### src/rtl/dot_acc_fifo.sv
// rtl/dot_acc_fifo.sv - sums ACC_LEN dot-product results per frame and queues frame sums on a valid/ready stream
module dot_acc_fifo #(
  parameter int IN_W       = 18,
  parameter int ACC_LEN    = 4,
  parameter int OUT_W      = IN_W + $clog2(ACC_LEN),
  parameter int DEPTH      = 4,
  parameter bit DROP_FIRST = 1'b1
) (
  input  logic                   clk,
  input  logic                   resetn,
  input  logic [IN_W-1:0]        in_data,
  input  logic                   in_valid,
  input  logic                   clr,
  output logic [OUT_W-1:0]       m_data,
  output logic                   m_valid,
  input  logic                   m_ready,
  output logic [$clog2(DEPTH):0] level,
  output logic                   overflow,
  output logic [7:0]             drop_cnt
);

  localparam int CW = $clog2(ACC_LEN);
  localparam int AW = $clog2(DEPTH);

  logic [OUT_W-1:0] r_acc;
  logic [CW-1:0]    r_cnt;
  logic             r_skip;
  logic [OUT_W-1:0] r_mem [DEPTH];
  logic [AW:0]      r_wr_ptr;
  logic [AW:0]      r_rd_ptr;
  logic             r_overflow;
  logic [7:0]       r_drop_cnt;

  logic             w_accept;
  logic             w_last;
  logic [OUT_W-1:0] w_base;
  logic [OUT_W-1:0] w_sum;
  logic             w_frame_done;
  logic [AW:0]      w_level;
  logic             w_full;
  logic             w_empty;
  logic             w_pop;
  logic             w_push;
  logic             w_drop;

  // The upstream stage emits a bogus zero on its first run; r_skip swallows it.
  assign w_accept     = in_valid && !clr && !r_skip;
  assign w_last       = (r_cnt == CW'(ACC_LEN - 1));
  assign w_base       = (r_cnt == '0) ? {OUT_W{1'b0}} : r_acc;
  assign w_sum        = w_base + OUT_W'(in_data);
  assign w_frame_done = w_accept && w_last;

  assign w_level = r_wr_ptr - r_rd_ptr;
  assign w_full  = (w_level == (AW+1)'(DEPTH));
  assign w_empty = (w_level == '0);
  assign w_pop   = !w_empty && m_ready;
  // A pop in the same cycle frees the slot, so a full FIFO still takes the push.
  assign w_push  = w_frame_done && (!w_full || w_pop);
  assign w_drop  = w_frame_done && w_full && !w_pop;

  always_ff @(posedge clk) begin
    if (!resetn) begin
      r_acc  <= '0;
      r_cnt  <= '0;
      r_skip <= DROP_FIRST;
    end else if (clr) begin
      r_acc <= '0;
      r_cnt <= '0;
    end else if (in_valid) begin
      if (r_skip) begin
        r_skip <= 1'b0;
      end else begin
        r_acc <= w_sum;
        r_cnt <= r_cnt + CW'(1);
      end
    end
  end

  always_ff @(posedge clk) begin
    if (!resetn) begin
      r_wr_ptr   <= '0;
      r_rd_ptr   <= '0;
      r_overflow <= 1'b0;
      r_drop_cnt <= '0;
      for (int i = 0; i < DEPTH; i++) begin
        r_mem[i] <= '0;
      end
    end else begin
      if (w_push) begin
        r_mem[r_wr_ptr[AW-1:0]] <= w_sum;
        r_wr_ptr                <= r_wr_ptr + (AW+1)'(1);
      end
      if (w_pop) begin
        r_rd_ptr <= r_rd_ptr + (AW+1)'(1);
      end
      if (w_drop) begin
        r_overflow <= 1'b1;
        if (r_drop_cnt != 8'hFF) begin
          r_drop_cnt <= r_drop_cnt + 8'd1;
        end
      end
    end
  end

  assign m_data   = r_mem[r_rd_ptr[AW-1:0]];
  assign m_valid  = !w_empty;
  assign level    = w_level;
  assign overflow = r_overflow;
  assign drop_cnt = r_drop_cnt;

endmodule

### config.mk
export PLATFORM = sky130hd
export DESIGN_NAME = dot_acc_fifo
export DESIGN_NICKNAME = d
export VERILOG_FILES = /design/src/rtl/dot_acc_fifo.sv
export SDC_FILE = /design/constraint.sdc
export NUM_CORES = 1
export LEC_CHECK = 0
export CAP_MARGIN = 20
export CORE_MARGIN = 4
export CORE_UTILIZATION = 50
export DETAILED_ROUTE_END_ITERATION = 10
export PLACE_DENSITY = 0.71
export SLEW_MARGIN = 20
export SYNTH_ARGS = -nofsm -noshare
export SYNTH_HDL_FRONTEND = slang
export SYNTH_SLANG_ARGS = --single-unit
### constraint.sdc
create_clock -name clk -period 9.06 [get_ports clk]
set_input_delay 1.359 -clock clk [delete_from_list [all_inputs] [get_ports clk]]
set_output_delay 1.359 -clock clk [all_outputs]
set_load 0.01 [all_outputs]
==> impl_metrics.py <==
metrics = {
    "worst_setup_path": {
        "cp_slowest_stage_delay_ps": 870,
        "crit_family": "simple AND/OR/NAND/NOR gates",
        "startpoint_type": "input pin",
        "reg2reg_setup_slack_ps": 5100,
        "critPathBufInv": 2,
        "cp-end-kind": "register",
        "arrival_ps": 4550,
        "slowest_stage": "nand2_1",
        "crit_fanout": 23,
        "timing.rr.end": "r_mem[0][3]$_SDFFCE_PN0P_",
        "crit_required_ps": 9090,
        "path_class": "in2reg",
        "path_cells": "clkdlybuf4s50_1 -> nor4bb_1 -> o211ai_1 -> buf_4 -> or3_1 -> nand2_1",
        "timing.rr.start": "r_wr_ptr[0]$_SDFFE_PN0P_",
        "rr_worst_depth": 8,
    },
    "detailed_routing": {
        "drt_iter0_markers": 374,
        "via_per_inst": 5.63,
        "wl_per_cell_um": 17.4,
        "route.antenna.remaining_nets": 0,
        "vias": 4543,
        "drc": 0,
        "firstDrtPassIters": 5,
        "routed_wl_um": 14000,
    },
    "hold_path": {
        "hp-start": "r_acc[11]$_SDFFE_PP0P_",
        "hp-class": "reg2reg",
        "holdPathEnd": "r_acc[11]$_SDFFE_PP0P_",
        "whs_path_depth": 2,
    },
    "sta": {
        "drv_slew": 0,
        "slew_headroom_pct": 34.4,
        "period_share_pct": 49.9,
        "worst_slack_ps": 4540,
        "worstMarginPinSlew_ps": 983,
        "fin_crit_ps": 4520,
        "hold_viol": 0,
        "fmax_mhz": 221,
        "setup_tns_ps": 0,
        "setup_viol_count_final": 0,
        "skew_ps": 8.35,
        "holdWs_ps": 447,
        "grt_setup_unrepaired": "no",
    },
    "placement": {
        "gp_congestion": 0.871,
        "place_ws_ps": 4110,
        "port_buffers": 55,
        "dp_cells": 775,
        "place_area_um2": 6960,
        "hpwl_um": 9810,
    },
    "power_and_ir_drop": {
        "power.total_mw": 1.46,
        "leakagePower_nw": 2.76,
        "ir_drop_v": 0.0000939,
        "p_per_area_nw_per_um2": 193,
    },
    "run": {
        "drv_cap": 0,
    },
    "yosys": {
        "yosysTopAreaCell": "edfxtp_1",
        "yosysTopAreaCellShare_pct": 38.2,
        "ys_types": 58,
        "async_flop_share_pct": 0,
        "ys_top_cells_by_area": "edfxtp_1 (38%), dfxtp_1 (13%), mux4_2 (7.2%)",
        "syn_inst": 574,
        "ys.flop_type": "edfxtp_1",
        "ys_seq_area_share_pct": 51.0,
        "ys_warn_count": 0,
        "synth_edf_count": 80,
        "synth_area_um2": 6280,
        "synth_area_per_cell_um2": 10.9,
        "ys_ff_latch": 120,
        "synth_fp_nets": 623,
    },
    "die": {
        "initial_core_util_pct": 51.7,
        "io-pin-count": 56,
        "die-height_um": 120,
        "fp.dieW_um": 120,
        "core_area_um2": 12200,
        "rows": 40,
        "dieArea_um2": 14400,
    },
    "clock_network": {
        "cts_tree": "built",
        "clk_latency_ps": 420,
        "postCtsHoldBufs": 0,
        "clock-root-buffer": "clkbuf_16",
        "cts_resized": 0,
        "numCtsBuffers": 17,
        "clkTransAtPathRegs_ps": 60,
        "post_cts_buffers": 0,
        "clock_sinks": 120,
        "htree_levels": 4,
        "cts_buffer_depth": 2,
    },
    "final_layout": {
        "syn2layout_area_growth_pct": 20.2,
        "final_util_pct": 62.1,
        "drive_above_1_share_pct": 10.8,
        "final_area_um2": 7550,
        "fillers": 974,
        "n_antenna_cell": 0,
        "nNetsFinal": 675,
        "stdcell_count": 807,
    },
    "global_route": {
        "grt_pass1_vias": 4593,
        "grt_antenna_before_repair": 0,
        "grt.total_usage_pct": 20.5,
        "grt_max_degree": 25,
        "grt_overflow_total": 0,
        "grt_pass1_wl_um": 23100,
    },
    "run_status": {
        "status": "completed",
    },
}
## synth_stat cells (2+ instances only)
cell type,count
a221oi_1,2
o21ai_0,9
a22oi_1,2
inv_1,16
o31ai_1,2
nor2_1,79
and3_1,3
a21o_1,6
o21ai_1,7
fa_1,2
nand2b_1,5
a2111oi_4,2
nand3b_1,3
a31o_1,2
nand3_1,17
mux4_2,20
nor2b_1,24
and4_1,2
o211ai_1,3
dfxtp_1,40
and2_1,15
a211oi_1,4
xnor2_1,11
or3_1,7
nor3b_4,2
xor2_1,8
a21boi_1,2
o21a_1,15
clkbuf_1,13
a21oi_1,31
a21oi_2,2
nor3_1,28
nand2_1,48
nand4_1,4
edfxtp_1,80
buf_2,13
ha_1,24
## cell type report
type	instances	area [um^2]	share of cell area (%)
Clock inverter	15	160	2.12
Multi-Input combinational cell	411	2910	38.5
Timing Repair Buffer	59	581	7.69
Sequential cell	120	3200	42.4
Clock buffer	17	425	5.63
Tap cell	168	210	2.78
Inverter	17	63.8	0.845
## cells in the final DEF (no fill, tap or decap), drive strengths merged, types with 4 or more instances in the layout
master / netlist / final
a211oi: 5 / 5
a21o: 6 / 6
a21oi: 33 / 33
and2: 15 / 15
buf: 13 / 4
clkbuf: 13 / 17
clkdlybuf4s50: 0 / 55
clkinv: 0 / 7
clkinvlp: 0 / 5
dfxtp: 40 / 40
edfxtp: 80 / 80
ha: 24 / 24
inv: 17 / 17
mux4: 20 / 20
nand2: 48 / 48
nand2b: 5 / 5
nand3: 17 / 17
nand4: 4 / 4
nor2: 79 / 79
nor2b: 24 / 24
nor3: 29 / 29
o21a: 15 / 15
o21ai: 17 / 17
or3: 7 / 7
xnor2: 11 / 11
xor2: 8 / 8
## worst register-to-register path: cells and delay by family, from the launching register on
family	cells	cell delay [ps]
AO/OA/AOI/OAI	1	220
flip-flops	1	410
buffers and inverters	2	430
adder cells (fa/ha/maj)	2	750
AND/OR/NAND/NOR	3	1650
## kinds of logic after synthesis
kind of cell,share of synthesized area [%]
muxes,7.33
DFF,51.0
AOI/OAI and AO/OA,11.7
buffers and inverters,2.83
xor gates and xnor gates,3.01
adders and majority gates,5.42
and+or+nand+nor,18.7
## registers in the layout, summed over array words and instances, names as in the netlist, named ones only
signal,cells
r_skip,1
r_mem,80
overflow,1
r_wr_ptr,3
r_rd_ptr,3
drop_cnt,8
r_acc,20
r_cnt,2
## how the worst max path moves through the flow
stage,startpoint,end,slack [ps],depth (start not counted)
2_1_floorplan,in_valid,r_mem[3][0]$_DFFE_PP_,5080,3
3_3_place_gp,in_valid,r_mem[0][7]$_SDFFCE_PN0P_,4250,6
3_5_place_dp,in_valid,r_mem[0][3]$_SDFFCE_PN0P_,4110,6
4_1_cts,in_valid,r_mem[0][7]$_SDFFCE_PN0P_,4520,6
5_1_grt,in_valid,r_mem[0][5]$_SDFFCE_PN0P_,4240,6
6_report,in_valid,r_mem[0][3]$_SDFFCE_PN0P_,4540,6
## layer usage
layer	vias to the layer above	global-route usage (%)	wire, um
li1	2205	-	-
met1	2184	27.6	6240
met2	135	32.8	6770
met3	19	4.48	775
met4	0	7.73	224
met5	-	0	0
## power by group
group | total (mW) | switching (mW) | leakage [nW] | internal, mW
logic | 0.184 | 0.0882 | 1.33 | 0.0958
registers | 0.611 | 0.0115 | 1.15 | 0.600
clock network | 0.665 | 0.239 | 0.275 | 0.426
Note: power is estimated with default switching activity, not from simulation.
==> RTL change 1, RTL diff (config.mk and constraints unchanged) <==
`DROP_FIRST`: 1'b1 -> 1'b0.
--- a/src/rtl/dot_acc_fifo.sv
+++ b/src/rtl/dot_acc_fifo.sv
@@ -4,7 +4,7 @@
   parameter int ACC_LEN    = 4,
   parameter int OUT_W      = IN_W + $clog2(ACC_LEN),
   parameter int DEPTH      = 4,
-  parameter bit DROP_FIRST = 1'b1
+  parameter bit DROP_FIRST = 1'b0
 ) (
   input  logic                   clk,
   input  logic                   resetn,
Behaviour: not the same (Yosys sat finds a counterexample within 10 cycles, from zero or initial values and one cycle with resetn low).
==> RTL change 1 against the unedited design <==
Setup slack lost 0.17 ns. Total power grew 1.9%. Sequential cell count shrank 1. Hold slack lost 0.0020 ns. Sequential share of layout area grew 1.2 points. Synthesized area shrank 3.5%. Final area shrank 3.3%. Wire length shrank 3.6%. First-iteration DRC count shrank 13%. Critical endpoint is now r_mem[0][2]. Largest power group unchanged.
==> RTL change 1: results (changes against the unedited design) <==
The total leakage power came out at 2.73 nW (was 2.76 nW). The number of vias per cell is 5.73 (was 5.63). The placed wire-length estimate is 9270 µm (was 9810 µm). The worst supply voltage drop on vdd came to 0.115 mV (was 0.0939 mV). Top area cells in the synthesized netlist: edfxtp_1, dfxtp_1, mux4_2 (unchanged). The final weighted congestion in routability-driven placement is 0.913 (was 0.871). The final net count is 640 (was 675).

The total cell area at the placement stage came out at 6740 µm² (was 6960 µm²). The share of synthesized area occupied by flip-flops and latches was 0.525 (was 0.510). The maximum net fanout on the critical path came out at 24 (was 23). The via count of the first global-routing pass is 4,362 (was 4,593). Most instantiated cells after synthesis: nor2_1, edfxtp_1, dfxtp_1 (was edfxtp_1, nor2_1, nand2_1). The routing usage on met2 was 0.338 (was 0.328). The final routed wirelength across all metal layers was 13,500 µm (was 14,000 µm). The depth of the worst register-to-register path came out at 11 (was 8).

The worst-margin pin slew was 0.936 ns (was 0.983 ns). The global routing usage on met3 came out at 0.0372 (was 0.0448). The worst hold path cell count came out at 2 (unchanged). The number of nets in the synthesized netlist came to 586 (was 623).

The count of routing violations after the opening detailed-route iteration is 326 (was 374). The post-synthesis cell type count is 66 (was 58). The met1 layer usage reported by global route is 0.270 (was 0.276). The clock insertion delay at the later pin of the skew report is 0.40 ns (was 0.42 ns). The fraction of layout cells with a size suffix above 1 came out at 0.118 (was 0.108).

The final clock skew came out at 0.0116 ns (was 0.00835 ns). Outcome: complete, no violations (unchanged). The worst endpoint data arrival time came to 4.71 ns (was 4.55 ns). The delay of the slowest critical-path stage is 0.99 ns (was 0.87 ns).
[RTL change 1: cell count changes after synthesis, moves of 11 or more]
| cell | delta |
|---|---|
| a21oi_1 | -11 |
| and2_1 | -12 |
| buf_2 | -13 |
| nand2_1 | -14 |
| nor2_1 | +32 |
| nor3_1 | -11 |
| o21a_1 | -13 |
[RTL change 1: path summary, 6_finish.rpt]
check	start	slack, ns	end
worst min-delay path	overflow	0.45	overflow
worst min register to register	overflow	0.45	overflow
worst max-delay path	resetn	4.37	r_mem[0][2]
worst max register to register	r_cnt[0]	5.17	r_mem[0][12]
[RTL change 1: power breakdown]
| part | switching, mW | internal, mW |
|---|---|---|
| registers | 0.0143 | 0.598 |
| clock network | 0.226 | 0.423 |
| logic | 0.107 | 0.120 |
[RTL change 1: critical path, delay by kind of cell]
kind | cells | cell delay [ns]
AO/OA/AOI/OAI | 1 | 0.55
buffers and inverters | 1 | 0.60
AND/OR/NAND/NOR | 3 | 2.20
[RTL change 1: cells by family after synthesis]
kind of cell | Yosys count | share of synthesized area
compound gates | 78 | 0.102
buf+inv | 41 | 0.0254
fa+ha+maj | 26 | 0.0561
flops | 119 | 0.525
simple gates | 222 | 0.167
xor+xnor | 23 | 0.0369
mux | 28 | 0.0877
[RTL change 1: metrics by stage]
step           instances  hold WS, ns   util  total power, mW  setup slack, ns
2_1_floorplan        537        0.421      -            0.751             5.15
3_3_place_gp         715        0.436  0.578            0.846             4.00
3_5_place_dp         715        0.440  0.578            0.851             3.93
4_1_cts              745        0.450  0.626             1.49             4.34
5_1_grt              745        0.461  0.626             1.54             4.06
6_report             745        0.445  0.626             1.49             4.37
[RTL change 1: cell type report]
type / count / area [µm²]
inverter: 18 / 67.6
clock buffer: 18 / 429
clock inverter: 12 / 136
tap: 143 / 179
multi-input combinational: 377 / 2730
timing repair buffer: 58 / 573
sequential: 119 / 3180
fill: 903 / 4360
[RTL change 1: per-layer routing]
metal	part of all wire	vias to the layer above
li1	-	2066
met1	0.43	2069
met2	0.51	114
met3	0.046	17
met4	0.013	0
met5	0	-
==> RTL change 2, RTL diff (same flow settings) <==
Made on the original files. Put a register stage on the output `level`, without a reset. The value now appears one clock later. The other outputs are not delayed to match.
--- a/src/rtl/dot_acc_fifo.sv
+++ b/src/rtl/dot_acc_fifo.sv
@@ -104,7 +104,9 @@
 
   assign m_data   = r_mem[r_rd_ptr[AW-1:0]];
   assign m_valid  = !w_empty;
-  assign level    = w_level;
+  always_ff @(posedge clk) begin
+    level <= w_level;
+  end
   assign overflow = r_overflow;
   assign drop_cnt = r_drop_cnt;
 
Function: changed (a bounded check fails within 10 cycles, from zero or initial values and one cycle with resetn low).
==> RTL change 2 against the unedited design <==
Sequential cell count up 3. Final area down 1.3%. First-iteration DRC count down 27%. Hold slack better by 0.0026 ns. Synthesized area down 0.56%. Setup slack worse by 0.45 ns. Total power down 0.27%. Wire length down 3.1%. Critical endpoint is now r_mem[0][12]. Largest power group is now registers.
==> RTL change 2: results (changes against the unedited design) <==
The combinational gate power is 0.212 mW (was 0.184 mW). The wire length of the first global-routing pass came out at 22,500 µm (was 23,100 µm). The worst-margin pin slew is 0.996 ns (was 0.983 ns).

The total cell area at the placement stage came out at 6910 µm² (was 6960 µm²). The routed metal-1 wirelength came to 6090 µm (was 6240 µm). The number of fill cells in the layout was 994 (was 974).

The delay of the slowest critical-path stage came to 1.06 ns (was 0.87 ns). The area share of fa/ha/maj cells after synthesis was 0.0545 (was 0.0542). The global-route usage over all layers came out at 0.198 (was 0.205). The largest net degree at the start of global routing was 24 (was 25). The count of inverters other than clock inverters in the layout came out at 15 (was 17). The routing usage on met2 came to 0.317 (was 0.328). The final clock skew came out at 0.00540 ns (was 0.00835 ns).

The worst-case register-to-register setup slack is 4.75 ns (was 5.10 ns). The final routed wirelength across all metal layers came out at 13,600 µm (was 14,000 µm). The multiplexer share of the synthesized area is 0.0769 (was 0.0733). The count of routing violations after the opening detailed-route iteration came out at 272 (was 374). The synthesized area per cell came to 10.8 µm² (was 10.9 µm²). The maximum net fanout on the critical path was 22 (was 23). The final weighted congestion in routability-driven placement is 0.858 (was 0.871). The share of synthesized area occupied by flip-flops and latches is 0.522 (was 0.510). The count of plain and timing-repair buffers in the layout came out at 58 (was 59). The fraction of area in clock buffers and inverters is 0.0727 (was 0.0776).

The placed wire-length estimate is 9560 µm (was 9810 µm). The number of nets in the synthesized netlist is 628 (was 623). The area of the multi-input gates is 2810 µm² (was 2910 µm²). Outcome: complete, no violations (unchanged). The count of clock buffers in the final design is 23 (was 17). The final instance area is 7450 µm² (was 7550 µm²). The total number of sequential cells came out at 123 (was 120). The setup slack at placement was 3.72 ns (was 4.11 ns).
[RTL change 2: cell count changes after synthesis, sizes merged, moves of 4 or more]
cell    unedited run  this run
and2              15         3
buf               13         8
nor2              79       101
xor2               8        15
xnor2             11         5
nor3              29        25
nand2             48        40
clkbuf            13        21
nor3b              2         7
[RTL change 2: final timing paths]
kind,end,depth (start not counted),start
hold reg to reg,r_acc[10],2,r_acc[10]
hold / removal,r_acc[10],2,r_acc[10]
setup reg to reg,r_mem[0][12],9,r_wr_ptr[0]
setup / recovery,r_mem[0][12],7,in_valid
[RTL change 2: kinds of logic (layout without fill, tap and decap cells)]
group / Yosys count / count (layout)
DFF: 123 / 123
xor gates and xnor gates: 21 / 21
adders and majority gates: 26 / 26
muxes: 23 / 23
AOI/OAI and AO/OA: 95 / 95
and+or+nand+nor: 246 / 246
buffers and inverters: 45 / 105
